### config.mk
export PLATFORM = sky130hd
export DESIGN_NAME = pixel_stream_adapter
export DESIGN_NICKNAME = d
export VERILOG_FILES = /design/src/rtl/pixel_stream_pkg.sv /design/src/rtl/pixel_stream_adapter_sync_fifo.sv /design/src/rtl/pixel_stream_adapter.sv
export SDC_FILE = /design/constraint.sdc
export NUM_CORES = 1
export LEC_CHECK = 0
export ABC_AREA = 0
export CAP_MARGIN = 20
export CORE_UTILIZATION = 45
export CTS_CLUSTER_DIAMETER = 60
export CTS_CLUSTER_SIZE = 40
export DETAILED_ROUTE_END_ITERATION = 10
export PLACE_DENSITY_LB_ADDON = 0.05
export SYNTH_ARGS = -nofsm -noshare
export SYNTH_HDL_FRONTEND = slang
export SYNTH_SLANG_ARGS = --single-unit
### constraint.sdc
create_clock -name clk -period 3.1 [get_ports clk]
set_clock_uncertainty 0.15 [all_clocks]
set_input_delay 0.775 -clock clk [delete_from_list [all_inputs] [get_ports clk]]
set_output_delay 0.775 -clock clk [all_outputs]
set_load 0.005 [all_outputs]
### src/rtl/pixel_stream_pkg.sv
// Shared types and sizing helpers for the pixel stream adapter.
// Default parameter values mirror the correlation-matrix stage configuration.
package pixel_stream_pkg;

    typedef enum logic [1:0] {
        IDLE   = 2'd0,
        STREAM = 2'd1,
        DONE   = 2'd2
    } psa_state_t;

    function automatic int unsigned words_per_frame(input int unsigned total,
                                                    input int unsigned pack);
        return (total + pack - 1) / pack;
    endfunction

    function automatic int unsigned cnt_width(input int unsigned max_val);
        return (max_val < 1) ? 1 : $clog2(max_val + 1);
    endfunction

    localparam int unsigned PSA_N          = 11;
    localparam int unsigned PSA_M          = 5;
    localparam int unsigned PSA_WIDTH      = 32;
    localparam int unsigned PSA_PACK       = 2;
    localparam int unsigned PSA_FIFO_DEPTH = 8;
    localparam int unsigned PSA_TOTAL      = PSA_N * PSA_M;
    localparam int unsigned PSA_WORDS      = words_per_frame(PSA_TOTAL, PSA_PACK);
    localparam int unsigned PSA_TOTAL_W    = cnt_width(PSA_TOTAL);
    localparam int unsigned PSA_WORDS_W    = cnt_width(PSA_WORDS);

endpackage

### src/rtl/pixel_stream_adapter_sync_fifo.sv
// First-word-fall-through synchronous FIFO; DEPTH must be a power of two.
// A push into a full FIFO is dropped even if a pop happens in the same cycle.
module sync_fifo
    import pixel_stream_pkg::*;
#(
    parameter int unsigned WIDTH = 32,
    parameter int unsigned DEPTH = 8
) (
    input  logic             clk,
    input  logic             rst,
    input  logic             push,
    input  logic             pop,
    input  logic [WIDTH-1:0] din,
    output logic [WIDTH-1:0] dout,
    output logic             full,
    output logic             empty
);

    localparam int unsigned AW = (DEPTH > 1) ? $clog2(DEPTH) : 1;

    logic [WIDTH-1:0] mem_q [DEPTH];
    logic [WIDTH-1:0] mem_d [DEPTH];
    logic [AW-1:0]    wr_ptr_q, wr_ptr_d;
    logic [AW-1:0]    rd_ptr_q, rd_ptr_d;
    logic [AW:0]      count_q, count_d;
    logic             do_push, do_pop;

    always_comb begin
        full    = (count_q == (AW+1)'(DEPTH));
        empty   = (count_q == '0);
        do_push = push && !full;
        do_pop  = pop && !empty;
        dout    = empty ? '0 : mem_q[rd_ptr_q];
    end

    always_comb begin
        mem_d    = mem_q;
        wr_ptr_d = wr_ptr_q;
        rd_ptr_d = rd_ptr_q;
        count_d  = count_q;
        if (do_push) begin
            mem_d[wr_ptr_q] = din;
            wr_ptr_d        = wr_ptr_q + 1'b1;
        end
        if (do_pop) begin
            rd_ptr_d = rd_ptr_q + 1'b1;
        end
        if (do_push && !do_pop) begin
            count_d = count_q + 1'b1;
        end else if (do_pop && !do_push) begin
            count_d = count_q - 1'b1;
        end
    end

    always_ff @(posedge clk or negedge rst) begin
        if (!rst) begin
            mem_q    <= '{default: '0};
            wr_ptr_q <= '0;
            rd_ptr_q <= '0;
            count_q  <= '0;
        end else begin
            mem_q    <= mem_d;
            wr_ptr_q <= wr_ptr_d;
            rd_ptr_q <= rd_ptr_d;
            count_q  <= count_d;
        end
    end

endmodule

### src/rtl/pixel_stream_adapter.sv
// Unpacks PACK-scalar input words into a scalar stream, one N*M frame per start.
// Optional starvation counter enabled by defining PSA_STALL_COUNT_EN.
module pixel_stream_adapter
    import pixel_stream_pkg::*;
#(
    parameter int unsigned N          = PSA_N,
    parameter int unsigned M          = PSA_M,
    parameter int unsigned WIDTH      = PSA_WIDTH,
    parameter int unsigned PACK       = PSA_PACK,
    parameter int unsigned FIFO_DEPTH = PSA_FIFO_DEPTH
) (
    input  logic                  clk,
    input  logic                  rst,
    input  logic                  start,
    output logic                  busy,
    output logic                  frame_done,
    input  logic [PACK*WIDTH-1:0] in_data,
    input  logic                  in_valid,
    output logic                  in_ready,
    input  logic                  ds_next_data,
    output logic [WIDTH-1:0]      ds_out,
    output logic                  ds_valid
`ifdef PSA_STALL_COUNT_EN
    ,
    output logic [31:0]           stall_cycles
`endif
);

    localparam int unsigned TOTAL = N * M;
    localparam int unsigned WORDS = words_per_frame(TOTAL, PACK);
    localparam int unsigned TW    = cnt_width(TOTAL);
    localparam int unsigned WW    = cnt_width(WORDS);
    localparam int unsigned LW    = (PACK > 1) ? $clog2(PACK) : 1;

    localparam logic [TW-1:0] TOTAL_C   = TW'(TOTAL);
    localparam logic [TW-1:0] LAST_C    = TW'(TOTAL - 1);
    localparam logic [WW-1:0] WORDS_C   = WW'(WORDS);
    localparam logic [LW-1:0] LAST_LANE = LW'(PACK - 1);

    psa_state_t             state_q, state_d;
    logic [WW-1:0]          word_cnt_q, word_cnt_d;
    logic [TW-1:0]          push_cnt_q, push_cnt_d;
    logic [TW-1:0]          out_cnt_q, out_cnt_d;
    logic                   up_full_q, up_full_d;
    logic [PACK*WIDTH-1:0]  up_word_q, up_word_d;
    logic [LW-1:0]          up_lane_q, up_lane_d;

    logic                   start_accept, push_now, up_emptying, word_accept, pop;
    logic                   fifo_full, fifo_empty;
    logic [WIDTH-1:0]       fifo_din;

    always_ff @(posedge clk or negedge rst) begin
        if (!rst) begin
            state_q <= IDLE;
        end else begin
            state_q <= state_d;
        end
    end

    always_comb begin
        state_d = state_q;
        case (state_q)
            IDLE:    if (start) state_d = STREAM;
            STREAM:  if (pop && (out_cnt_q == LAST_C)) state_d = DONE;
            DONE:    state_d = IDLE;
            default: state_d = IDLE;
        endcase
    end

    always_comb begin
        busy       = (state_q == STREAM);
        frame_done = (state_q == DONE);
    end

    // The register may refill in the same cycle its last lane is pushed, so
    // in_ready looks ahead at the emptying condition.
    always_comb begin
        start_accept = (state_q == IDLE) && start;
        push_now     = up_full_q && !fifo_full && (push_cnt_q < TOTAL_C);
        up_emptying  = push_now && ((up_lane_q == LAST_LANE) || (push_cnt_q == LAST_C));
        in_ready     = (state_q == STREAM) && (word_cnt_q < WORDS_C)
                       && (!up_full_q || up_emptying);
        word_accept  = in_valid && in_ready;
        ds_valid     = !fifo_empty;
        pop          = ds_valid && ds_next_data;
        fifo_din     = up_word_q[WIDTH*int'(up_lane_q) +: WIDTH];
    end

    always_comb begin
        word_cnt_d = word_cnt_q;
        push_cnt_d = push_cnt_q;
        out_cnt_d  = out_cnt_q;
        up_full_d  = up_full_q;
        up_word_d  = up_word_q;
        up_lane_d  = up_lane_q;
        if (start_accept) begin
            word_cnt_d = '0;
            push_cnt_d = '0;
            out_cnt_d  = '0;
            up_full_d  = 1'b0;
            up_lane_d  = '0;
        end else begin
            if (push_now) begin
                push_cnt_d = push_cnt_q + 1'b1;
                if (up_emptying) begin
                    up_full_d = 1'b0;
                end else begin
                    up_lane_d = up_lane_q + 1'b1;
                end
            end
            if (word_accept) begin
                word_cnt_d = word_cnt_q + 1'b1;
                up_full_d  = 1'b1;
                up_word_d  = in_data;
                up_lane_d  = '0;
            end
            if (pop) begin
                out_cnt_d = out_cnt_q + 1'b1;
            end
        end
    end

    always_ff @(posedge clk or negedge rst) begin
        if (!rst) begin
            word_cnt_q <= '0;
            push_cnt_q <= '0;
            out_cnt_q  <= '0;
            up_full_q  <= 1'b0;
            up_word_q  <= '0;
            up_lane_q  <= '0;
        end else begin
            word_cnt_q <= word_cnt_d;
            push_cnt_q <= push_cnt_d;
            out_cnt_q  <= out_cnt_d;
            up_full_q  <= up_full_d;
            up_word_q  <= up_word_d;
            up_lane_q  <= up_lane_d;
        end
    end

    sync_fifo #(
        .WIDTH (WIDTH),
        .DEPTH (FIFO_DEPTH)
    ) u_fifo (
        .clk   (clk),
        .rst   (rst),
        .push  (push_now),
        .pop   (pop),
        .din   (fifo_din),
        .dout  (ds_out),
        .full  (fifo_full),
        .empty (fifo_empty)
    );

`ifdef PSA_STALL_COUNT_EN
    logic [31:0] stall_q, stall_d;

    always_comb begin
        stall_d = stall_q;
        if (start_accept) begin
            stall_d = '0;
        end else if ((state_q == STREAM) && ds_next_data && !ds_valid && (stall_q != '1)) begin
            stall_d = stall_q + 1'b1;
        end
    end

    always_ff @(posedge clk or negedge rst) begin
        if (!rst) begin
            stall_q <= '0;
        end else begin
            stall_q <= stall_d;
        end
    end

    assign stall_cycles = stall_q;
`endif

endmodule

Yosys cells after proc, flatten, opt, wreduce, memory -nomap -nowiden
Index checks and enable logic that the tools add are counted.
- order comparisons: 5
- bitwise operators: 3
- equal/unequal tests: 8
- shifts and indexed selects: 1
- multiplexer cells: 26
- reduce and logical (&&, ||, !) cells: 33
- $add $sub $neg: 8
- operators with widths (cell ; count):
    bitwise mux 256 bit ; 1
    two-way mux 32 bit ; 4
    binary-select mux 32 bit (select 3 bit) ; 1
    demux 32 bit (select 3 bit) ; 1
    variable part select 64 x 7 -> 32 bit ; 1
    two-way mux 6 bit ; 4
    logical AND 1 bit ; 14
    adder 6 x 1 -> 6 bit (second input constant) ; 2
    equality test 6 bit (second input constant) ; 2
    two-way mux 5 bit ; 2
    greater-or-equal comparator 4 bit (second input constant) ; 2
    two-way mux 1 bit ; 8
    two-way mux 4 bit ; 2
    inverter 3 -> 4 bit ; 2
    AND reduction 2 bit ; 4
    nonzero test 2 bit ; 4
    adder 3 x 1 -> 3 bit (second input constant) ; 2
    less-than comparator 6 bit (second input constant) ; 1
    nonzero test 3 bit ; 2
    adder 5 x 1 -> 5 bit (second input constant) ; 1
    logical NOT 1 bit ; 5
    less-than comparator 5 bit (second input constant) ; 1
    adder 4 x 1 -> 4 bit (second input constant) ; 1
    equality test 4 bit (second input constant) ; 1
    other kinds (14) ; 16
- word-level logic and storage cells: 102
- register bits after elaboration: 351
- output and inout bits: 36
- bits of input ports: 69

Depth between registers and ports, before layout
- depth in word-level cells: 10
- mapped depth: 13

Cells and area by module
Synthesis repeated with hierarchy kept, for this count alone.
- cells, all modules: 1002
- area total of the unflattened synthesis: 16454.5 µm²
- by module, submodules not included (module ; area an instance (µm²) ; cells each ; instances ; seq. area each (µm²)):
    sync_fifo ; 12563.3 ; 721 ; 1 ; 6656.4
    pixel_stream_adapter ; 3891.2 ; 281 ; 1 ; 2127.0

Worst setup path before layout
Ideal clock, no wire load.
- kind: flip-flop to flip-flop
- start: register u_fifo.count_q[0]
- end: register u_fifo.count_q[3]
- required time: 2.825 ns
- cell stages (with the launch flop): 14
- path slack: 0.111 ns
- period minus slack after synthesis: 2.989 ns
- arrival: 2.714 ns
- library setup time: 0.125 ns
- path through: dfrtp_1 > nor4_1 > inv_2 > and2_1 > clkbuf_1 > inv_1 > ha_1 > inv_1 > ha_1 > a21o_1 > a21oi_1 > xnor2_1 > nor2_1 > xor2_1
- RTL lines (item ; line ; RTL):
    start: declaration ; pixel_stream_adapter_sync_fifo.sv:25 ; logic [AW:0] count_q, count_d;
    start signal: assignment ; pixel_stream_adapter_sync_fifo.sv:65 ; count_q <= count_d;
    logical NOT 4 bit (*) ; pixel_stream_adapter_sync_fifo.sv:30 ; empty = (count_q == '0);
    logical NOT 1 bit (*) ; pixel_stream_adapter.sv:84 ; ds_valid = !fifo_empty;
    via ds_valid ; pixel_stream_adapter.sv:22 ; output logic ds_valid
    logical AND 1 bit ; pixel_stream_adapter.sv:85 ; pop = ds_valid && ds_next_data;
    logical AND 1 bit (*) ; pixel_stream_adapter_sync_fifo.sv:32 ; do_pop = pop && !empty;
    logical NOT 1 bit ; pixel_stream_adapter_sync_fifo.sv:48 ; if (do_push && !do_pop) begin
    logical AND 1 bit ; pixel_stream_adapter_sync_fifo.sv:48 ;
    two-way mux 4 bit / nonzero test 2 bit (equally long branches) ; n/a ;
The timed path passes the listed nets; every way through them passes the cells marked *. The select of a mux whose other input is x is not followed.
A chain may end at the register's enable or synchronous reset.

Worst setup path in the final report
- start: register u_fifo.rd_ptr_q[0]
- end: output ds_out[3]
- longest elaborated chain between the ends: 5
- RTL lines (item ; line ; RTL):
    start: declaration ; pixel_stream_adapter_sync_fifo.sv:24 ; logic [AW-1:0] rd_ptr_q, rd_ptr_d;
    start signal: assignment ; pixel_stream_adapter_sync_fifo.sv:64 ; rd_ptr_q <= rd_ptr_d;
    inverter 3 -> 4 bit (implied by the code) ; pixel_stream_adapter_sync_fifo.sv:33 ; dout = empty ? '0 : mem_q[rd_ptr_q];
    binary-select mux 32 bit (select 3 bit) ; pixel_stream_adapter_sync_fifo.sv:33 ;
    two-way mux 32 bit (implied by the code) (2 in series) ; pixel_stream_adapter_sync_fifo.sv:33 ;
    two-way mux 32 bit ; pixel_stream_adapter_sync_fifo.sv:33 ;
    end: declaration ; pixel_stream_adapter.sv:21 ; output logic [WIDTH-1:0] ds_out,
No other way between the ends. The select of a mux whose other input is x is not followed.

==> metrics.txt <==
cell area power density 486.7 nW/um^2; YS warnings 0; met2 routed WL 16,140 um; Synth Register Bits 351; Max FO, Critical Path 5; Net Count, Synth 1,383; max_cap viols 0; Multi-input gate area 6101 um^2; Remaining Overflow, GRT 0; largest net degree at the start of global routing 69; vias in the first global route 10,272; filler cell count 2,853; Storage cell area 8793 um^2; Area contributors post-synth dfrtp_1, mux4_2, a21oi_1, nor2_1, mux2i_1; Final setup viols 19; highest routed layer met4; first-pass detailed-route iteration total 5; Detail Placement HPWL 20,300 um; Synth Flop Type dfrtp_1; worst path arrival time 2.24 ns; Worst EP required 2.17 ns; Mapped Cells 1,303; via count 10,041; Syn-to-layout area delta 21.88%; Least-Margin Pin Slew 0.9137 ns; Syn Area/Cell 11.70 um^2; Root Driver clkbuf_16; CTS tree done; Initial Utilization 45.57%; nets 1,507; unrepaired setup endpoints after global routing true; routability cong. 0.7297; Die Wd 186.0 um; asr flop ratio synth 100.0%; row cnt 67; Vias/cell 5.285; headroom to the max-slew limit 37.35%; diodes inserted 0; first-pass GRT wire length 56,590 um; Achievable Freq 315.6 MHz; clock latency on the worst-skew pair 0.52 ns; worst vdd ir 0.4109 mV; DR WL/cell 18.22 um; number of I/O port buffers 104; Seq/Total Area, Yosys 57.63%; CP Capture Type output port; minimum clock period 3.169 ns; CP max stage delay 0.52 ns; Worst Hold Class input pin to async pin; Setup CP Type register to output port; Die Y-Extent 186.0 um; clock transition at the registers of the reported paths 0.06 ns; most frequent cell on the critical path buf_12; worst setup margin -0.06882 ns; area leader, netlist dfrtp_1; Synth Cell Area 15,240 um^2; failing checks setup timing; part of the cycle the worst path needs 102.2%; static leakage 0.008696 uW; all-layer global routing usage 21.29%; initial antenna violation count 0; core area 33,450 um^2; EDFF count, synth 0; count of clock tree sinks 351; die area 34,610 um^2; Crit-path slowest cell dfrtp_4; post-synthesis cell type count 46; Clock Tree Buf Depth 3; DRC 0; Largest delay share family, worst path multiplexers; Finished Core Util 55.53%; DRT antenna net count 0; Num CTS Buffers 35; worst hold margin 0.04795 ns; H-tree levels 2; Slew Limit Fails 0; DRT Wirelength 34,620 um; Worst Setup Start Kind register; outcome finished, violations left; worst path bufs/invs 4; post-synth top area share 57.63%; fraction of layout cells with a size suffix above 1 18.73%; Final Hold Viols 0; # IOs 105; met3 wire len 1496 um; critical path, cell by cell buf_12, buf_12, buf_6, mux4_2, mux2i_2, nor2_2, buf_2; initial DRC count 528; Metal-1 WL 16,440 um
==> worst paths after layout <==
check                                                     from                            end  slack [ns]  depth (start not counted)
min in group clk                 u_fifo.mem_q[240]$_DFFE_PN0P_  u_fifo.mem_q[240]$_DFFE_PN0P_        0.33                          2
worst max register to register   u_fifo.count_q[1]$_DFFE_PN0P_  u_fifo.count_q[3]$_DFFE_PN0P_        0.31                         12
max in group asynchronous                                  rst  u_fifo.mem_q[221]$_DFFE_PN0P_        1.99                          2
worst min register to register   u_fifo.mem_q[240]$_DFFE_PN0P_  u_fifo.mem_q[240]$_DFFE_PN0P_        0.33                          2
worst max-delay path            u_fifo.rd_ptr_q[0]$_DFFE_PN0P_                      ds_out[3]       -0.07                          7
worst min-delay path                                       rst  u_fifo.mem_q[241]$_DFFE_PN0P_        0.05                          1
==> registers in the layout (all words and copies together) (netlist names) <==
register	flops
u_fifo.mem_q	256
up_word_q	64
out_cnt_q	6
push_cnt_q	6
word_cnt_q	5
u_fifo.count_q	4
u_fifo.rd_ptr_q	3
u_fifo.wr_ptr_q	3
state_q	2
up_full_q	1
up_lane_q	1
==> area by class of cell <==
class                   count  share of cell area [%]
clock buffers              45                   5.308
inverters                  11                  0.2358
flip-flops and latches    351                   47.34
well taps                 448                   3.018
clock inverters            17                  0.9700
repair buffers            177                   10.29
multi-input cells         851                   32.84
==> synthesized netlist by cell type (8+ instances only) <==
cell type / count
xor2_1: 10
inv_1: 9
nor2_1: 271
buf_2: 28
xnor2_1: 8
dfrtp_1: 351
mux2_1: 54
buf_1: 10
nand2_1: 47
mux2_2: 12
mux4_2: 64
o21ai_0: 39
clkbuf_1: 45
a21oi_1: 227
mux2i_1: 64
ha_1: 10
==> cells by family (layout without fill, tap and decap cells) <==
| kind of cell | after synthesis | in the layout | synth area share (%) |
|---|---|---|---|
| AO/OA/AOI/OAI | 279 | 279 | 9.548 |
| buffers and inverters | 101 | 250 | 3.054 |
| AND/OR/NAND/NOR | 349 | 349 | 9.244 |
| flip-flops | 351 | 351 | 57.63 |
| adder cells (fa/ha/maj) | 11 | 11 | 0.9523 |
| XOR/XNOR | 18 | 18 | 1.034 |
| multiplexers | 194 | 194 | 18.54 |
==> routing by layer <==
layer / global-route usage (%) / vias to the layer above
li1: - / 4809
met5: 0 / -
met3: 2.896 / 36
met1: 30.89 / 4996
met4: 4.984 / 0
met2: 33.97 / 200
==> through the flow <==
stage / std cells / total power (uW) / instance area [um^2] / worst slack (ns) / setup TNS [ns]
after global routing: 1900 / 9379 / 18580 / -0.1633 / -2.925
final: 1900 / 9040 / 18580 / -0.06882 / -0.6779
after detailed placement: 1811 / 4864 / 17100 / 0.1645 / 0
after global placement: 1811 / 4864 / 17100 / 0.1808 / 0
after floorplan: 1303 / 4667 / 15240 / 0.1108 / 0
after CTS: 1899 / 9195 / 18570 / -0.1225 / -1.573
==> repair_timing <==
action                                  4_1_cts  5_1_grt
buffers inserted                             20        3
resized for setup                           157        7
pin swaps                                    17       14
endpoints found under the setup margin       33       33
gates cloned                                  7        0
hold buffers                                  0        0
==> power by group <==
group | internal (uW) | switching [uW] | total (uW)
sequential | 4580 | 0 | 4580
combinational | 88.7 | 101 | 190
clock | 2400 | 1870 | 4270
total | 7070 | 1970 | 9040
==> cells in the final DEF (no fill, tap or decap), types with 4 or more instances in the layout <==
master,Yosys,layout
inv_8,0,4
a21oi_1,227,226
dfrtp_1,351,345
clkinv_4,0,4
clkdlybuf4s50_1,0,70
inv_1,9,9
clkbuf_16,0,37
nor4b_2,0,4
mux2i_2,0,6
buf_8,0,4
nor2_2,0,4
nand2_1,47,47
buf_6,6,7
dfrtp_2,0,5
mux4_2,64,64
mux2_1,54,54
mux2i_1,64,58
buf_4,1,32
nand4_1,4,4
xor2_1,10,10
buf_16,0,6
o21ai_0,39,38
buf_12,0,25
mux2_2,12,12
clkbuf_1,45,5
ha_1,10,10
nand3_1,5,4
nor2_1,271,267
xnor2_1,8,8
buf_2,28,32
No activity file was read; power rests on OpenSTA's default activity.
